**src/rtl/inst_buffer_pkg.sv**
```systemverilog
// Shared pipeline types for the decode/issue boundary: instruction record,
// issue mask and the default instruction-buffer depth.
package inst_buffer_pkg;

    localparam int INST_BUF_DEPTH = 8;

    typedef struct packed {
        logic [31:0] pc;
        logic [31:0] raw;
    } inst_t;

    // Issue-stage pop mask; only 2'b00, 2'b01 and 2'b11 are legal.
    typedef logic [1:0] issue_mask_t;

    function automatic logic [1:0] mask_count(input logic [1:0] m);
        return {1'b0, m[0]} + {1'b0, m[1]};
    endfunction

endpackage

```
**src/rtl/inst_buffer_ram.sv**
```systemverilog
// Instruction storage: two write ports at consecutive slots, two combinational
// read ports at consecutive slots. Storage is never reset.
module inst_buffer_ram
    import inst_buffer_pkg::*;
#(
    parameter int  DEPTH = INST_BUF_DEPTH,
    localparam int PTR_W = $clog2(DEPTH)
) (
    input  logic                  clk,
    input  logic [1:0]            we,
    input  logic [1:0][PTR_W-1:0] waddr,
    input  inst_t [1:0]           wdata,
    input  logic [1:0][PTR_W-1:0] raddr,
    output inst_t [1:0]           rdata
);

    inst_t mem [DEPTH];

    // Both ports share one process; the top guarantees distinct addresses.
    always_ff @(posedge clk) begin
        for (int p = 0; p < 2; p++) begin
            if (we[p]) begin
                mem[waddr[p]] <= wdata[p];
            end
        end
    end

    generate
        for (genvar gi = 0; gi < 2; gi++) begin : g_rd
            assign rdata[gi] = mem[raddr[gi]];
        end
    endgenerate

endmodule

```
**src/rtl/inst_buffer.sv**
```systemverilog
// Dual-issue in-order instruction queue between decode and issue: pointers,
// occupancy, ready/valid handshakes and protocol assertions.
module inst_buffer
    import inst_buffer_pkg::*;
#(
    parameter int  DEPTH = INST_BUF_DEPTH,
    localparam int PTR_W = $clog2(DEPTH)
) (
    input  logic          clk,
    input  logic          rst,
    input  logic          flush_i,
    input  inst_t [1:0]   d_inst_i,
    input  logic [1:0]    d_valid_i,
    output logic          d_ready_o,
    output inst_t [1:0]   inst_o,
    output logic [1:0]    valid_o,
    input  issue_mask_t   is_i,
    output logic [PTR_W:0] count_o
);

    localparam int CNT_W = PTR_W + 1;
    localparam logic [CNT_W-1:0] READY_MAX = CNT_W'(DEPTH - 2);

    logic [PTR_W-1:0] head_reg, head_next;
    logic [PTR_W-1:0] tail_reg, tail_next;
    logic [CNT_W-1:0] count_reg, count_next;
    logic             push_en;
    logic [1:0]       we;
    logic [1:0]       npush;
    logic [1:0]       npop;
    logic [1:0][PTR_W-1:0] waddr;
    logic [1:0][PTR_W-1:0] raddr;

    // Ready looks only at the registered count so a same-cycle pop never frees space.
    assign d_ready_o = (count_reg <= READY_MAX);
    assign valid_o   = {count_reg >= CNT_W'(2), count_reg >= CNT_W'(1)};
    assign count_o   = count_reg;

    always_comb begin
        push_en    = d_ready_o & ~flush_i;
        we         = d_valid_i & {2{push_en}};
        npush      = mask_count(we);
        npop       = flush_i ? 2'd0 : mask_count(is_i);
        waddr[0]   = tail_reg;
        waddr[1]   = tail_reg + PTR_W'(1);
        raddr[0]   = head_reg;
        raddr[1]   = head_reg + PTR_W'(1);
        head_next  = head_reg + PTR_W'(npop);
        tail_next  = tail_reg + PTR_W'(npush);
        count_next = count_reg + CNT_W'(npush) - CNT_W'(npop);
        if (flush_i) begin
            head_next  = '0;
            tail_next  = '0;
            count_next = '0;
        end
    end

    always_ff @(posedge clk or posedge rst) begin
        if (rst) begin
            head_reg  <= '0;
            tail_reg  <= '0;
            count_reg <= '0;
        end else begin
            head_reg  <= head_next;
            tail_reg  <= tail_next;
            count_reg <= count_next;
        end
    end

    inst_buffer_ram #(.DEPTH(DEPTH)) u_ram (
        .clk   (clk),
        .we    (we),
        .waddr (waddr),
        .wdata (d_inst_i),
        .raddr (raddr),
        .rdata (inst_o)
    );

`ifndef SYNTHESIS
    a_dvalid_legal: assert property (@(posedge clk) disable iff (rst) d_valid_i != 2'b10);
    a_issue_legal:  assert property (@(posedge clk) disable iff (rst) is_i != 2'b10);
    a_issue_subset: assert property (@(posedge clk) disable iff (rst) (is_i & ~valid_o) == 2'b00);
    a_count_max:    assert property (@(posedge clk) disable iff (rst) count_reg <= CNT_W'(DEPTH));
    // Low bits of count equal the pointer distance; a full buffer wraps to zero distance.
    a_count_ptrs:   assert property (@(posedge clk) disable iff (rst)
                                     count_reg[PTR_W-1:0] == PTR_W'(tail_reg - head_reg));
`endif

endmodule

```
**config.mk**
```make
export PLATFORM = sky130hd
export DESIGN_NAME = inst_buffer
export DESIGN_NICKNAME = d
export VERILOG_FILES = /design/src/rtl/inst_buffer_pkg.sv /design/src/rtl/inst_buffer_ram.sv /design/src/rtl/inst_buffer.sv
export SDC_FILE = /design/constraint.sdc
export NUM_CORES = 1
export LEC_CHECK = 0
export CAP_MARGIN = 15
export CELL_PAD_IN_SITES_DETAIL_PLACEMENT = 1
export CELL_PAD_IN_SITES_GLOBAL_PLACEMENT = 1
export CORE_ASPECT_RATIO = 0.9
export CORE_MARGIN = 3
export CORE_UTILIZATION = 25
export DETAILED_ROUTE_END_ITERATION = 12
export GPL_ROUTABILITY_DRIVEN = 0
export PLACE_DENSITY_LB_ADDON = 0.05
export SLEW_MARGIN = 20
export SYNTH_ARGS = -nofsm -noshare
export SYNTH_HDL_FRONTEND = slang
export SYNTH_HIERARCHICAL = 1
export SYNTH_SLANG_ARGS = --single-unit
```
**constraint.sdc**
```tcl
create_clock -name clk -period 9.4 [get_ports clk]
set_input_delay 1.88 -clock clk [delete_from_list [all_inputs] [get_ports clk]]
set_output_delay 1.88 -clock clk [all_outputs]
set_load 0.05 [all_outputs]
```
Yosys cells after proc, flatten, opt, wreduce, memory -nomap -nowiden
Memories as Yosys holds them, arrays and structs flattened.
Cells that the tools add are included.
W data, S select, Z words.
- add/sub/neg operators: 8
- multiply operators: 0
- divide/modulo/power cells: 0
- order comparisons: 3
- equality and inequality tests: 0
- shift-type cells: 0
- mux-type cells: 8
- bitwise gates (word level): 3
- reductions and logical operators: 0
- operators with widths (kind ; count):
    $add A3 B1 Y3 const B ; 2
    $add A3 B2 Y3 ; 2
    $mux W3 ; 2
    $add A1 B1 Y2 ; 2
    $add A4 B2 Y4 ; 1
    $ge A4 B1 Y1 const B ; 1
    $ge A4 B2 Y1 const B ; 1
    $le A4 B3 Y1 const B ; 1
    $mux W1 ; 4
    $mux W4 ; 1
    $sub A4 B2 Y4 ; 1
    $and A2 B2 Y2 ; 1
    $mux W2 ; 1
    $and A1 B1 Y1 ; 1
    $not A1 Y1 ; 1
- register bits: 10
- bits in latches: 0
- RAM bits: 512
- bits in read-only memories: 0
- bits of input ports: 135
- output and inout port bits: 135
- word-level logic and storage cells: 26
- memories: 1
- memory list (name ; depth ; width ; rd ports ; clocked after memory_dff ; wr ports ; line ; RTL):
    u_ram.mem ; 8 ; 64 ; 2 ; 0 ; 2 ; inst_buffer_ram.sv:17 ; inst_t mem [DEPTH];

Longest topological paths before layout
Gate-level depths: netlist of run 1.
- depth after elaboration: 7
- mapped depth: 13
- gate-level depth less buffers: 13

By module
The synthesis of run 1 kept the hierarchy.
- by module, submodules not included (module ; times used ; cells an instance ; area each (um^2) ; seq. area each (um^2)):
    inst_buffer_ram ; 1 ; 1557 ; 29309.4 ; 15374.7
    inst_buffer ; 1 ; 75 ; 754.5 ; 250.2

Worst setup path before layout of run 1
No wires, ideal clock.
- path type: input -> register
- start point: in flush_i
- end point: mem u_ram/mem[5][0] (netlist bit) (enable)
- library setup time: 574 ps
- arrival time: 6852 ps
- required time: 8826 ps
- setup slack: 1974 ps
- stages: 4
- buffers on the path: 0
- cells stage by stage: a211oi_2 -> and2_1 -> nand2b_1 -> o21ai_0
- RTL lines (what ; line ; RTL):
    from (decl) ; inst_buffer.sv:11 ; input logic flush_i,
    to (decl) ; inst_buffer_ram.sv:17 ;

==> results of run 1 <==
## power breakdown
group	leakage (nW)	total, W	switching, W	internal [W]
sequential	4.77	0.00289	0.0000967	0.00279
clock	0.994	0.00248	0.00105	0.00143
combinational	5.55	0.00256	0.00154	0.00102
## worst max path at each step
stage / from / cells past startpoint / slack [ns] / end
floorplan: flush_i / 4 / 1.97 / u_ram/mem[5][0]$_DFFE_PP_
global placement: head_reg[0]$_DFF_PP0_ / 5 / 3.24 / inst_o[43]
detailed placement: head_reg[0]$_DFF_PP0_ / 5 / 3.21 / inst_o[45]
CTS: head_reg[0]$_DFF_PP0_ / 5 / 2.52 / inst_o[45]
global route: head_reg[0]$_DFF_PP0_ / 7 / 2.60 / inst_o[104]
finish: head_reg[1]$_DFF_PP0_ / 7 / 2.84 / inst_o[107]
## through the flow
| stage | utilization | setup WS, ns | hold slack (ns) | total power [W] | instance area [um2] |
|---|---|---|---|---|---|
| 2_1_floorplan | - | 1.97 | 0.560 | 0.00460 | 30100 |
| 3_3_place_gp | 0.289 | 3.24 | 0.696 | 0.00553 | 34400 |
| 3_5_place_dp | 0.289 | 3.21 | 0.693 | 0.00555 | 34400 |
| 4_1_cts | 0.306 | 2.52 | 0.710 | 0.00810 | 36500 |
| 5_1_grt | 0.306 | 2.60 | 0.793 | 0.00829 | 36500 |
| 6_report | 0.306 | 2.84 | 0.704 | 0.00793 | 36500 |
## routing by layer
metal / part of all wire / wire length (um)
met1: 0.45 / 49900
met2: 0.49 / 54000
met3: 0.043 / 4800
met4: 0.019 / 2150
met5: 0.00012 / 13
## critical path, stage by stage, from the launching register on
cell	delay [ns]
dfrtp_4	0.65
ha_4	0.26
xor2_4	0.46
buf_4	0.60
buf_4	0.61
mux4_2	0.39
mux2_2	0.30
clkdlybuf4s50_1	0.72
## cell type report
type,count,share of cell area
Clock buffer,93,0.0516
Clock inverter,28,0.00453
Antenna cell,4,0.000274
Multi-Input combinational cell,968,0.376
Sequential cell,522,0.429
Inverter,15,0.00175
Tap cell,1586,0.0544
Timing Repair Buffer,308,0.0826
## cells in the final DEF, fill, tap and decap left out, drive strengths merged, types with 5 or more instances in the layout
master / count
inv: 18
dfrtp: 10
ha: 13
buf: 39
nor2: 6
nand2: 5
mux4: 256
mux2: 640
nor2b: 7
o21ai: 6
clkdlybuf4s50: 269
edfxtp: 512
clkbuf: 93
clkinv: 24
## cell families (layout without fill, tap and decap cells)
kind of cell / after synthesis / in the layout / synth area share
XOR/XNOR: 5 / 5 / 0.00146
multiplexers: 896 / 896 / 0.431
buffers and inverters: 142 / 444 / 0.0283
AND/OR/NAND/NOR: 35 / 35 / 0.00762
AO/OA/AOI/OAI: 15 / 15 / 0.00329
flip-flops: 522 / 522 / 0.520
other: 0 / 4 / 0
adder cells (fa/ha/maj): 17 / 17 / 0.00807
==> results.cfg, run 1 <==
[run_status]
outcome = finished, final reports clean

[synthesis]
synth_area_um2 = 30100
yosysSeqAreaShare = 0.520
syn_inst = 1632
ys_top_cells_by_count = mux2_2, edfxtp_1, mux4_2, buf_2, buf_4
synthesis.nets = 1784
ys_types = 31
yosysTopAreaCell = edfxtp_1
synth_flop_cell = edfxtp_1
yosys_register_bits = 522
synth_edf_count = 512
synth.most_common_cell = mux2_2
syn_area_per_cell_um2 = 18.4
synthArstFlopShare = 0.0192
synth_warnings = 6
ys_top_cells_by_area = edfxtp_1, mux2_2, mux4_2
netlist.area_leader.share = 0.511

[global_route]
use_met1 = 0.242
grt_pass1_wl_um = 156000
grt_busiest_layer = met2
met2_usage = 0.298
grt_max_degree = 73
grt_overflow_total = 0
grt_usage = 0.178
antenna_found_initial = 6
grt_util_met3 = 0.0308
grt_pass1_vias = 19600

[setup_path]
worstSetupEndpointType = primary output
required_ns = 7.52
worst-setup-path-type = reg2out
arrival_ns = 4.68
timing.rr.end = u_ram/mem[2][44]$_DFFE_PP_
rrSetupSlack_ns = 5.26
worstPathMaxFanout = 34
r2r-start = count_o[3]$_DFF_PP0_
rr_worst_depth = 8
start_kind = flip-flop

[clocking]
clk_pin_slew_ns = 0.05
clk_latency_ns = 0.63
htreeDepth = 3
root_buffer = clkbuf_16
cts_setup_buffers = 0
cts.repair.resized = 0
cts_made_buffers = 70
clock-sinks = 522
cts_hold_buf = 0
cts_tree = built
clk_path_buf_depth = 3

[floorplanning]
row_count = 120
io_pins = 270
start_util = 0.252
dieArea_um2 = 124000
core_area_um2 = 119000
die_x_um = 372
die_h_um = 335

[min_path]
worstHoldPathType = reg2reg
worstHoldPathCells = 2
holdPathEnd = tail_reg[2]$_DFF_PP0_
hp-start = tail_reg[2]$_DFF_PP0_

[sta]
rsz0062_at_grt = no
timing.final.crit_share = 0.698
tightest_slew_ns = 1.07
fin_crit_ns = 6.56
max_slew_margin = 0.288
slew_violations = 0
hold_violations = 0
setup_violations = 0
max_freq_mhz = 153
finalSetupTns_ns = 0
skew_ns = 0.0256

[power]
p_leak_nw = 11.3
powerDensity_nw_per_um2 = 217
vdd_drop_max_mv = 0.152

[drt]
vias = 17400
drt-pass1-iter-count = 4
ant_nets = 0
post_drt_wl_per_cell_um = 31.5
routed_wl_um = 111000
routed_via_density = 4.93
route.detailed.drc = 0
dr.first_iter.drc_count = 1135

[placed_design]
dp.cells = 3399
dp_hpwl_um = 62900
numPortBuffers = 269

[layout]
final_net_count = 2037
fillers = 12200
multi_input_area_um2 = 13700
final_layout_size_suffix_gt1_frac = 0.537
post_layout_nonfiller_instances = 3524
largest_reg_flops = 512
syn2layout_area_growth_pct = 21.3
ff_latch_area_um2 = 15600

[job]
max_cap_violations = 0
No activity file was read; power rests on OpenSTA's default activity.
==> run 2, diff against run 1 <==
==> constraint.sdc (replaced) <==
create_clock -name clk -period 6.48 [get_ports clk]
set_input_delay 1.296 -clock clk [delete_from_list [all_inputs] [get_ports clk]]
set_output_delay 1.296 -clock clk [all_outputs]
set_load 0.05 [all_outputs]
==> results.cfg, run 2 (synthesis gave the netlist of run 1 again) <==
[setup_path]
worst-setup-path-type = reg2out
start_kind = flip-flop
timing.rr.end = u_ram/mem[1][41]$_DFFE_PP_
rrSetupSlack_ns = 2.86
worstSetupEndpointType = primary output
crit_start = head_reg[0]$_DFF_PP0_
required_ns = 5.18
r2r-start = count_o[3]$_DFF_PP0_
arrival_ns = 4.22
worstPathMaxFanout = 28
rr_worst_depth = 8

[sta]
whs_ns = 0.715
max_freq_mhz = 181
max_slew_margin = 0.400
hold_violations = 0
rsz0062_at_grt = no
timing.final.crit_share = 0.852
skew_ns = 0.0135
tightest_slew_ns = 0.900
setup_violations = 0
fin_crit_ns = 5.52
slew_violations = 0

[clocking]
cts_setup_buffers = 0
clk_pin_slew_ns = 0.06
clock-sinks = 522
root_buffer = clkbuf_16
cts_tree = built
cts_hold_buf = 0
cts_made_buffers = 70
clk_path_buf_depth = 3
htreeDepth = 3
clk_latency_ns = 0.63
cts.repair.resized = 0

[drt]
vias = 17300
routed_wl_um = 110000
top_layer_used = met5
dr_wl_met2_um = 53000
m1WireLength_um = 49800
ant_nets = 0
route.detailed.drc = 0
routed_via_density = 4.90
dr_wl_met3_um = 4790
dr.first_iter.drc_count = 852
drt-pass1-iter-count = 5
post_drt_wl_per_cell_um = 31.2

[power]
vdd_drop_max_mv = 0.254
powerDensity_nw_per_um2 = 318
p_leak_nw = 11.5

[layout]
largest_reg_flops = 512
layout_commonest_cell = mux2_2
fin_area_um2 = 36800
postLayoutCoreUtil = 0.308
multi_input_area_um2 = 13700
mostFrequentLayoutCells = mux2_2, edfxtp_1, clkdlybuf4s50_1
ff_latch_area_um2 = 15600
fillers = 12100
syn2layout_area_growth_pct = 22.3
final_net_count = 2043
post_layout_nonfiller_instances = 3530
final_layout_size_suffix_gt1_frac = 0.542

[floorplanning]
row_count = 120
io_pins = 270
die_h_um = 335
start_util = 0.252
die_x_um = 372
core_area_um2 = 119000
dieArea_um2 = 124000

[run_status]
outcome = finished, final reports clean

[placed_design]
dp_hpwl_um = 60100
numPortBuffers = 269
dp.cells = 3405
dpl_cell_area_um2 = 34600

[job]
max_cap_violations = 0

[min_path]
hp-start = tail_reg[2]$_DFF_PP0_
holdPathEnd = tail_reg[2]$_DFF_PP0_
worstHoldPathCells = 2
worstHoldPathType = reg2reg

[global_route]
antenna_found_initial = 13
grt_overflow_total = 0
grt_max_degree = 83
grt_pass1_wl_um = 155000
grt_usage = 0.177
grt_pass1_vias = 19800
run 2: worst max-delay path by stage:
stage                           endpoint  slack [ns]  depth (start not counted)
5_1_grt                        inst_o[2]        0.65                          5
6_report                       inst_o[2]        0.96                          5
2_1_floorplan  u_ram/mem[7][0]$_DFFE_PP_       -0.35                          4
3_5_place_dp                   inst_o[2]        1.48                          5
4_1_cts                        inst_o[2]        0.78                          5
3_3_place_gp                   inst_o[2]        1.50                          5
run 2: final cells by class:
cell class,instances,area share
Multi-Input combinational cell,968,0.373
Antenna cell,6,0.000408
Clock buffer,93,0.0517
Inverter,15,0.00174
Tap cell,1586,0.0540
Sequential cell,522,0.425
Clock inverter,26,0.00697
Timing Repair Buffer,314,0.0868
run 2: critical path: stages (launching register included):
cell	delay, ns
dfrtp_4	0.63
buf_4	0.58
buf_4	0.67
mux4_2	0.58
mux2_2	0.30
clkdlybuf4s50_1	0.78
run 2: per-layer routing:
metal  vias up  global-route usage
met1      9437               0.236
met2       323               0.292
met3       146              0.0368
met5         -                   0
met4        14              0.0419
li1       7389                   -
run 2: metrics by stage:
stage          setup TNS [ns]  total power, W  setup slack [ns]
2_1_floorplan          -66.75         0.00667            -0.351
3_3_place_gp                0         0.00803              1.50
3_5_place_dp                0         0.00805              1.48
4_1_cts                     0          0.0120             0.781
5_1_grt                     0          0.0122             0.650
6_report                    0          0.0117             0.962
run 2: power breakdown:
| group | switching [W] | internal, W |
|---|---|---|
| combinational | 0.00223 | 0.00150 |
| clock | 0.00154 | 0.00225 |
| sequential | 0.000142 | 0.00405 |
==> run 3, diff against run 2 <==
--- a/config.mk
+++ b/config.mk
@@ -9,8 +9,9 @@
 export CELL_PAD_IN_SITES_DETAIL_PLACEMENT = 1
 export CELL_PAD_IN_SITES_GLOBAL_PLACEMENT = 1
 export CORE_ASPECT_RATIO = 0.9
-export CORE_MARGIN = 3
+export CORE_MARGIN = 5
 export CORE_UTILIZATION = 25
+export CTS_CLUSTER_DIAMETER = 30
 export DETAILED_ROUTE_END_ITERATION = 12
 export GPL_ROUTABILITY_DRIVEN = 0
 export PLACE_DENSITY_LB_ADDON = 0.05
==> results.cfg, run 3 (synthesis gave the netlist of run 1 again) <==
[sta]
whs_ns = 0.715
timing.final.crit_share = 0.872
max_freq_mhz = 177
skew_ns = 0.0311
rsz0062_at_grt = no
tightest_slew_ns = 0.987
max_slew_margin = 0.342
setup_violations = 0
hold_violations = 0
slew_violations = 0
finalSetupTns_ns = 0
fin_crit_ns = 5.65

[global_route]
use_met1 = 0.224
grt_max_degree = 103
met2_usage = 0.291
grt_usage = 0.174
grt_pass1_vias = 21000
grt_busiest_layer = met2
grt_util_met3 = 0.0445
grt_pass1_wl_um = 158000
antenna_found_initial = 13
grt_overflow_total = 0

[power]
p_leak_nw = 13.0
vdd_drop_max_mv = 0.227
power_w = 0.0154
powerDensity_nw_per_um2 = 385

[layout]
layout_commonest_cell = mux2_2
post_layout_nonfiller_instances = 3725
largest_reg_flops = 512
fillers = 11900
mostFrequentLayoutCells = mux2_2, edfxtp_1, clkdlybuf4s50_1
postLayoutCoreUtil = 0.336
final_layout_size_suffix_gt1_frac = 0.560
final_net_count = 2147
syn2layout_area_growth_pct = 33.3

[drt]
dr.first_iter.drc_count = 775
route.detailed.drc = 0
routed_wl_um = 112000
post_drt_wl_per_cell_um = 30.1
drt-pass1-iter-count = 5
routed_via_density = 4.81
vias = 17900
ant_nets = 0

[setup_path]
path_buf_inv = 2
crit_path_cell_trace = ha_4 -> xor2_4 -> buf_4 -> mux4_2 -> mux2_2 -> clkdlybuf4s50_1
slowest_delay_ns = 0.89
worst-setup-path-type = reg2out
arrival_ns = 4.36
worstSetupEndpointType = primary output
crit_family = buffers and inverters
required_ns = 5.18
worstPathMaxFanout = 27
cp_slowest_cell = dfrtp_4
start_kind = flip-flop

[floorplanning]
io_pins = 270
row_count = 120
start_util = 0.252
die_h_um = 339
core_area_um2 = 119000
dieArea_um2 = 127000
die_x_um = 376

[clocking]
cts_tree = built
clk_pin_slew_ns = 0.04
clock-sinks = 522
root_buffer = clkbuf_16
clk_path_buf_depth = 3
htreeDepth = 4
clk_latency_ns = 0.76
cts.repair.resized = 0
cts_hold_buf = 0
cts_made_buffers = 173
cts_setup_buffers = 0

[placed_design]
dp.cells = 3405
numPortBuffers = 269
dp_hpwl_um = 60900

[job]
max_cap_violations = 0

[run_status]
outcome = finished, final reports clean

[min_path]
worstHoldPathType = reg2reg
-- run 3: stage by stage --
stage               setup slack [ns]  cell area, um2
global route                   0.548           40100
finish                         0.828           40100
floorplan                     -0.351           30100
CTS                            0.627           40000
global placement                1.46           34700
detailed placement              1.46           34700
-- run 3: power breakdown --
part	switching, W	internal, W	leakage (nW)	total, W
logic	0.00224	0.00151	5.67	0.00375
registers	0.000140	0.00406	4.77	0.00420
clock network	0.00233	0.00516	2.61	0.00748
total	0.00471	0.0107	13.0	0.0154
-- run 3: worst register-to-register path: stages (launching register included) --
cell and delay [ns]:
dfrtp_1 0.44, inv_1 0.12, ha_1 0.21, and3_4 0.18, a211oi_2 0.24, and2_1 0.39
nor4b_4 0.44, a31o_4 0.59, buf_12 0.46
-- run 3: final cells by class --
class | count | area [um2] | area share
Antenna cell | 5 | 12.5 | 0.000312
Clock buffer | 212 | 4580 | 0.114
Tap cell | 1586 | 1980 | 0.0495
Inverter | 15 | 63.8 | 0.00159
Sequential cell | 522 | 15600 | 0.390
Multi-Input combinational cell | 968 | 13700 | 0.342
Timing Repair Buffer | 315 | 3330 | 0.0832
Clock inverter | 102 | 737 | 0.0184
-- run 3: per-layer routing --
metal  wire length, um  part of all wire
met5               110           0.00098
met4              2420             0.022
met3              5210             0.047
met2             54400              0.49
met1             49900              0.45
-- run 3: worst paths after layout --
check	start	endpoint	slack, ns	cells past startpoint
worst max-delay path	head_reg[0]$_DFF_PP0_	inst_o[75]	0.83	6
worst min-delay path	tail_reg[2]$_DFF_PP0_	tail_reg[2]$_DFF_PP0_	0.71	2
max in group asynchronous	rst	head_reg[0]$_DFF_PP0_	5.18	2
worst min register to register	tail_reg[2]$_DFF_PP0_	tail_reg[2]$_DFF_PP0_	0.71	2
min in group asynchronous	rst	head_reg[1]$_DFF_PP0_	0.90	2
worst max register to register	count_o[3]$_DFF_PP0_	u_ram/mem[0][43]$_DFFE_PP_	3.04	8
